## src/rtl/hazard_ctrl.sv

```systemverilog
// Pipeline hazard controller: load-use bubbles, memory wait-state stalls and EX redirects,
// including discarding a wrong-path fetch. Define HAZARD_CTRL_PERF_EN for the stall/flush counters.
module hazard_ctrl #(
    parameter int XLEN = 32
) (
    input  logic            clk,
    input  logic            rst,
    input  logic [4:0]      id_rs1,
    input  logic [4:0]      id_rs2,
    input  logic            id_use_rs1,
    input  logic            id_use_rs2,
    input  logic [4:0]      ex_rd,
    input  logic            ex_mem_read,
    input  logic            ex_redirect,
    input  logic [XLEN-1:0] ex_target,
    input  logic            imem_req,
    input  logic            imem_resp,
    input  logic            dmem_req,
    input  logic            dmem_resp,
    output logic            pc_load,
    output logic            if_id_load,
    output logic            id_ex_load,
    output logic            ex_mem_load,
    output logic            mem_wb_load,
    output logic            if_id_flush,
    output logic            id_ex_flush,
    output logic            redirect_valid,
    output logic [XLEN-1:0] redirect_pc,
    output logic [31:0]     stall_cycles,
    output logic [31:0]     flush_count
);

    typedef enum logic {
        RUN  = 1'b0,
        DROP = 1'b1
    } state_t;

    state_t          state_q, state_d;
    logic [XLEN-1:0] redirect_q, redirect_d;
    logic            resp_seen_q, resp_seen_d;

    logic mem_stall;
    logic if_stall;
    logic load_use;

    assign mem_stall = dmem_req & ~dmem_resp;
    assign if_stall  = imem_req & ~imem_resp;
    assign load_use  = ex_mem_read && (ex_rd != 5'd0) &&
                       ((id_use_rs1 && (id_rs1 == ex_rd)) || (id_use_rs2 && (id_rs2 == ex_rd)));

    // NOTE: every output and next-state value gets a default first so no path infers a latch.
    always_comb begin
        state_d        = state_q;
        redirect_d     = redirect_q;
        resp_seen_d    = resp_seen_q;
        pc_load        = 1'b1;
        if_id_load     = 1'b1;
        id_ex_load     = 1'b1;
        ex_mem_load    = 1'b1;
        mem_wb_load    = 1'b1;
        if_id_flush    = 1'b0;
        id_ex_flush    = 1'b0;
        redirect_valid = 1'b0;
        redirect_pc    = '0;

        if (rst) begin
            // Load NOPs everywhere while reset is held.
            if_id_flush = 1'b1;
            id_ex_flush = 1'b1;
        end else begin
            unique case (state_q)
                RUN: begin
                    if (mem_stall) begin
                        pc_load     = 1'b0;
                        if_id_load  = 1'b0;
                        id_ex_load  = 1'b0;
                        ex_mem_load = 1'b0;
                        mem_wb_load = 1'b0;
                    end else if (ex_redirect && !if_stall) begin
                        if_id_flush    = 1'b1;
                        id_ex_flush    = 1'b1;
                        redirect_valid = 1'b1;
                        redirect_pc    = ex_target;
                    end else if (ex_redirect && if_stall) begin
                        redirect_d  = ex_target;
                        resp_seen_d = 1'b0;
                        state_d     = DROP;
                        pc_load     = 1'b0;
                        if_id_load  = 1'b0;
                        id_ex_flush = 1'b1;
                    end else if (load_use || if_stall) begin
                        pc_load     = 1'b0;
                        if_id_load  = 1'b0;
                        id_ex_flush = 1'b1;
                    end
                end
                DROP: begin
                    redirect_pc = redirect_q;
                    if (mem_stall) begin
                        pc_load     = 1'b0;
                        if_id_load  = 1'b0;
                        id_ex_load  = 1'b0;
                        ex_mem_load = 1'b0;
                        mem_wb_load = 1'b0;
                        if (imem_resp) begin
                            resp_seen_d = 1'b1;
                        end
                    end else if (imem_resp || resp_seen_q) begin
                        // Wrong-path fetch has returned: take the saved redirect now.
                        redirect_valid = 1'b1;
                        if_id_flush    = 1'b1;
                        id_ex_flush    = 1'b1;
                        state_d        = RUN;
                        resp_seen_d    = 1'b0;
                    end else begin
                        pc_load     = 1'b0;
                        if_id_load  = 1'b0;
                        id_ex_flush = 1'b1;
                    end
                end
                default: state_d = RUN;
            endcase
        end
    end

    // NOTE: sequential state uses non-blocking assignments so all flops update from pre-edge values.
    always_ff @(posedge clk) begin
        if (rst) begin
            state_q     <= RUN;
            redirect_q  <= '0;
            resp_seen_q <= 1'b0;
        end else begin
            state_q     <= state_d;
            redirect_q  <= redirect_d;
            resp_seen_q <= resp_seen_d;
        end
    end

`ifdef HAZARD_CTRL_PERF_EN
    logic [31:0] stall_cycles_q;
    logic [31:0] flush_count_q;

    always_ff @(posedge clk) begin
        if (rst) begin
            stall_cycles_q <= '0;
            flush_count_q  <= '0;
        end else begin
            if (!pc_load) begin
                stall_cycles_q <= stall_cycles_q + 32'd1;
            end
            if (redirect_valid) begin
                flush_count_q <= flush_count_q + 32'd1;
            end
        end
    end

    assign stall_cycles = stall_cycles_q;
    assign flush_count  = flush_count_q;
`else
    assign stall_cycles = 32'd0;
    assign flush_count  = 32'd0;
`endif

endmodule

```

## config.mk

```make
export PLATFORM = sky130hd
export DESIGN_NAME = hazard_ctrl
export DESIGN_NICKNAME = d
export VERILOG_FILES = /design/src/rtl/hazard_ctrl.sv
export SDC_FILE = /design/constraint.sdc
export NUM_CORES = 1
export LEC_CHECK = 0
export BUFFER_PORTS_ARGS = -buffer_cell sky130_fd_sc_hd__clkbuf_2
export CORE_MARGIN = 4
export CORE_UTILIZATION = 42
export DETAILED_ROUTE_END_ITERATION = 8
export GPL_TIMING_DRIVEN = 1
export PLACE_DENSITY_LB_ADDON = 0.12
export SLEW_MARGIN = 30
export SYNTH_ARGS = -nofsm -noshare
export SYNTH_HDL_FRONTEND = slang
export SYNTH_SLANG_ARGS = --single-unit
```

## constraint.sdc

```tcl
create_clock -name clk -period 2.1 [get_ports clk]
set_input_delay 0.42 -clock clk [delete_from_list [all_inputs] [get_ports clk]]
set_output_delay 0.42 -clock clk [all_outputs]
set_load 0.05 [all_outputs]
```

# [Yosys cells after proc, flatten, opt, wreduce, memory -nomap -nowiden]
# Index checks and enable logic that the tools add are counted.
[word_totals] wordCells=68 register_bits=34 inputBits=57 output_inout_bits=104
[classes] reduce_logical=13 n_eq_ne=7 mux=38 n_bitwise=7
[ops] cell="32-bit two-way mux" count=3
[ops] cell="32-bit one-hot mux with 2 select lines" count=1
[ops] cell="1-bit two-way mux" count=29
[ops] cell="5-bit equality test" count=2
[ops] cell="1-bit one-hot mux with 2 select lines" count=5
[ops] cell="1-bit logical AND" count=6
[ops] cell="2-bit != test (second input constant)" count=3
[ops] cell="1-bit NOT" count=5
[ops] cell="5-bit AND reduction" count=1
[ops] cell="5-bit nonzero test" count=1
[ops] cell="4-bit AND reduction" count=1
[ops] cell="1-bit logical OR" count=3
[ops] cell="3-bit by 1-bit != test with 1-bit output (second input constant)" count=1
[ops] cell="3-bit != test (second input constant)" count=1
[ops] cell="1-bit bitwise AND" count=2
[ops] cell="1-bit logical NOT" count=1

# [Logic depth before layout (Yosys ltp)]
[logic_depth] depth_word=11 depth_mapped=8

# [Worst setup path before layout]
# Ideal clock, no wire load.
[synth_timing] path_type="in2out" start="input port ex_rd[1]" end="output port pc_load" cell_stages=5 slack_ns=-1.117 t_required_ns=1.680 arrival_time_ns=2.797 path_cell_list="or4_1 -> o21ai_0 -> a21oi_1 -> o311ai_1 -> buf_4"
[synth_via] elab_chain_cells=11 elab_cells_between_ends=15 cone_classes="2 x eq/ne; 6 x mux; 7 x reduce/logical"
[synth_rtl] item="start, declared" line="12" source="input logic [4:0] ex_rd,"
[synth_rtl] item="5-bit equality test" line="49" source="((id_use_rs1 && (id_rs1 == ex_rd)) || (id_use_rs2 && (id_rs2 == ex_rd)));"
[synth_rtl] item="1-bit logical AND" line="49"
[synth_rtl] item="1-bit logical OR" line="49"
[synth_rtl] item="1-bit logical AND *" line="48" source="assign load_use = ex_mem_read && (ex_rd != 5'd0) &&"
[synth_rtl] item="1-bit logical OR *" line="91" source="end else if (load_use || if_stall) begin"
[synth_rtl] item="1-bit two-way mux * (4 in a row)"
[synth_rtl] item="1-bit one-hot mux with 2 select lines *"
[synth_rtl] item="1-bit two-way mux *"
[synth_rtl] item="end, declared" line="20" source="output logic pc_load,"
# Mark *: on every way between the ends. The rest lies on a longest branch, timed or not.

# [Final worst setup path]
[layout_timing] start="input port ex_rd[2]" end="output port if_id_load"
[layout_via] elab_chain_cells=11 elab_cells_between_ends=15 cone_classes="2 x eq/ne; 6 x mux; 7 x reduce/logical"
[layout_rtl] item="5-bit equality test" line="49"
[layout_rtl] item="1-bit logical AND" line="49"
[layout_rtl] item="1-bit logical OR" line="49"
[layout_rtl] item="1-bit logical AND *" line="48"
[layout_rtl] item="1-bit logical OR *" line="91"
[layout_rtl] item="1-bit two-way mux *" line="91"
[layout_rtl] item="1-bit two-way mux *" line="84" source="end else if (ex_redirect && if_stall) begin"
[layout_rtl] item="1-bit two-way mux *" line="79" source="end else if (ex_redirect && !if_stall) begin"
[layout_rtl] item="1-bit two-way mux *" line="73" source="if (mem_stall) begin"
[layout_rtl] item="1-bit one-hot mux with 2 select lines *" line="71" source="unique case (state_q)"
[layout_rtl] item="1-bit two-way mux *" line="66" source="if (rst) begin"
[layout_rtl] item="end, declared" line="21" source="output logic if_id_load,"
# Marked as above.

==> results.md <==
* Cell Chain, Critical Path: buf_6 -> or4_4 -> o21ai_2 -> a21oi_2 -> o311ai_4 -> buf_8
* Max-cap viol count at 0
* Wire length of the first global-routing pass at 9922 um
* Congestion Overflow GR at 0
* CTS tree: built
* GP Congestion at approximately 0.77
* H-Tree Level Count at 2
* Critical path type: input port to primary output
* Longest Clk Path Bufs at 2
* Final worst path period need at approximately 2.2 ns
* Crit start category: input port
* Die area at between 6000 and 7000 sq um
* Antenna Nets Post-Route at 0
* Total CTS buffers at 5
* Cell Rows at 26
* Clock transition at path regs at ~0.070 ns
* Vias per cell at around 4.7
* Slowest CP cell: or4_4
* CTS Hold Bufs at 0
* Critical Path Max Stage Delay at approximately 0.53 ns
* Setup Skew at 0.004360 ns
* Cells after Synth at 325
* R2r setup slk at 0.63 ns
* Iter 0 DRT Violations at between 100 and 150
* PortBufs at 96
* CP max FO at 2
* Share of cells above drive strength 1 at about two fifths
* Clock latency on the worst-skew pair at 0.28 ns
* FILL cells at 503
* Unique masters post-synth at 26
* Critical path arrival at around 1.8 ns
* DPL Wire Length at 4450 um
* Hold Path Class: input port to register
* Final Max Slew Viols at 0
* Cell Pwr Density at around 570 nW/um^2
* Status: complete, but fails checks
* P&R area growth vs syn at 38.28%
* Hold depth at 3
* Crit path capture type: primary output
* Root Buffer Master: clkbuf_8
* Critical path required time at 1.68 ns
* Hold Vio Cnt, Final at 0
* Part of the Yosys area used for sequential elements at around 29%
* Inst Count DP at 480
* FMAX at between 400 and 500 MHz
* Non-filler cells in the finished layout at around 500
* Residual DRC count at 0
* Failing checks: negative setup slack
* Number of global-route vias before repair at just over 2k
* Via count at roughly 2.3k
* Initial antenna violation count at 0
* Avg Cell Area, Syn at 7.242 sq um
* VDD IR max at between 200 and 300 uV
* RSZ-0062 raised after global routing: true
* Drt total wl at a little over 6000 um
* Nets at ~480
* Syn. warnings at 0
* Worst setup margin at -0.08361 ns
* Pleak at 1.386 nW
* Die Height at 82.86 um
* R2R depth at 5
* Clk sink count at 34
* CP startpoint: ex_rd[2]
* # IOs at between 150 and 200
* R2R Path End: redirect_q[24]$_SDFFE_PP0P_
* Min-delay src: ex_target[4]
* Final worst-path cycle share at 104.0%
* Final Setup Violations at 3
* Total core area at 5270 sq um
* Ant diodes at 0
* Die X at approximately 83 um
* Total track usage at between 10% and 20%
* Initial DRT Pass Iterations at 6
* Maximum number of pins on one net before global-route repair at 40
* Hold path endpoint: redirect_q[4]$_SDFFE_PP0P_
* Syn Std Cell Area at about 2400 sq um
* Routed WL per cell at between 10 and 15 um
* Flops & latches, synth at 34
* Worst R2R Start: state_q$_SDFF_PP0_
* TNS Setup at -0.1990 ns
* Starting Density at 44.66%
==> logic make-up after synthesis <==
group	synth area share, %
AND/OR/NAND/NOR	20.79
other	0.1593
buffers and inverters	26.90
XOR/XNOR	3.722
flip-flops	28.92
AO/OA/AOI/OAI	19.51
==> how the worst max path moves through the flow <==
stage | end | cells past startpoint | slack (ns)
after floorplan | pc_load | 5 | -0.30
after global placement | if_id_load | 6 | -0.17
after detailed placement | pc_load | 6 | -0.21
after CTS | if_id_load | 6 | -0.09
after global routing | if_id_load | 6 | -0.13
final | if_id_load | 6 | -0.08
==> cells in the final DEF, fill, tap and decap left out, types with 4 or more instances in the layout <==
cell type  synthesis  final
xor2_1             8      7
dfxtp_1           34     34
clkbuf_8           0      5
buf_2              8      6
a22oi_1           32     29
conb_1             1     64
buf_6              4      4
clkbuf_2           0     58
nand2_1           67     67
clkbuf_4           0      9
a21oi_1           34     32
buf_12             0      8
buf_4             67     25
nor2_4             0     31
==> sequential cells by signal, summed over array words and instances, names as in the netlist <==
| signal | cells |
|---|---|
| redirect_q | 32 |
| resp_seen_q | 1 |
| state_q | 1 |
==> area by class of cell <==
type / count / area [sq um] / area share (%)
Multi-Input combinational cell: 263 / 1578 / 48.48
Timing Repair Buffer: 113 / 825.8 / 25.37
Sequential cell: 34 / 680.7 / 20.92
Tap cell: 70 / 87.58 / 2.691
Clock buffer: 5 / 68.82 / 2.115
Clock inverter: 2 / 10.01 / 0.3076
Inverter: 1 / 3.754 / 0.1153
==> stage by stage <==
stage	setup slack (ns)	hold slack, ns	total power [mW]	instance area [sq um]	util [%]
floorplan	-0.2981	0.4368	1.325	2851	-
global placement	-0.1694	0.4423	1.379	3018	57.27
detailed placement	-0.2111	0.4471	1.383	3018	57.27
CTS	-0.09417	0.3584	1.853	3146	59.69
global route	-0.1276	0.3669	1.943	3254	61.75
finish	-0.08361	0.3648	1.858	3254	61.75
==> per-layer routing <==
metal  part of all wire (%)  wire length [um]  GRT usage, %  vias up
li1                       -                 -             -     1129
met4                   0.66                40         3.418        0
met3                    8.2               499         4.851        6
met2                     52              3173         29.81       92
met1                     39              2382         20.51     1053
met5                      0                 0             0        -
==> cell usage after synthesis, drive strengths merged <==
cell type	n	area share [%]
buf	79	25
nand2	67	11
nor2	37	5.9
a21oi	35	7.6
dfxtp	34	29
a22oi	32	10
clkbuf	11	1.8
xor2	8	3.0
nand2b	3	1.1
o21ai	3	0.64
nand3	2	0.43
nor4	2	0.53
or3	2	0.53
xnor2	2	0.74
a32oi	1	0.37
conb	1	0.16
inv	1	0.16
nor2b	1	0.27
nor4b	1	1.0
o21a	1	0.32
o311ai	1	0.37
or4	1	0.32
==> where the power goes <==
part           internal, mW  switching [mW]
combinational         0.183           0.551
sequential            0.663         0.00947
clock                 0.222           0.229
total                  1.07           0.790
==> timing repair <==
action | 4_1_cts | 5_1_grt
gates resized for setup | 11 | 78
cloned | 0 | 0
endpoints found under the setup margin | 30 | 33
buffers inserted | 0 | 1
pin swaps | 8 | 7
==> worst max-delay path: cells and delay by family <==
kind,cells,cell delay [ns]
compound gates,3,0.53
simple gates,1,0.53
buf+inv,2,0.29
(Power assumes the default switching activity.)
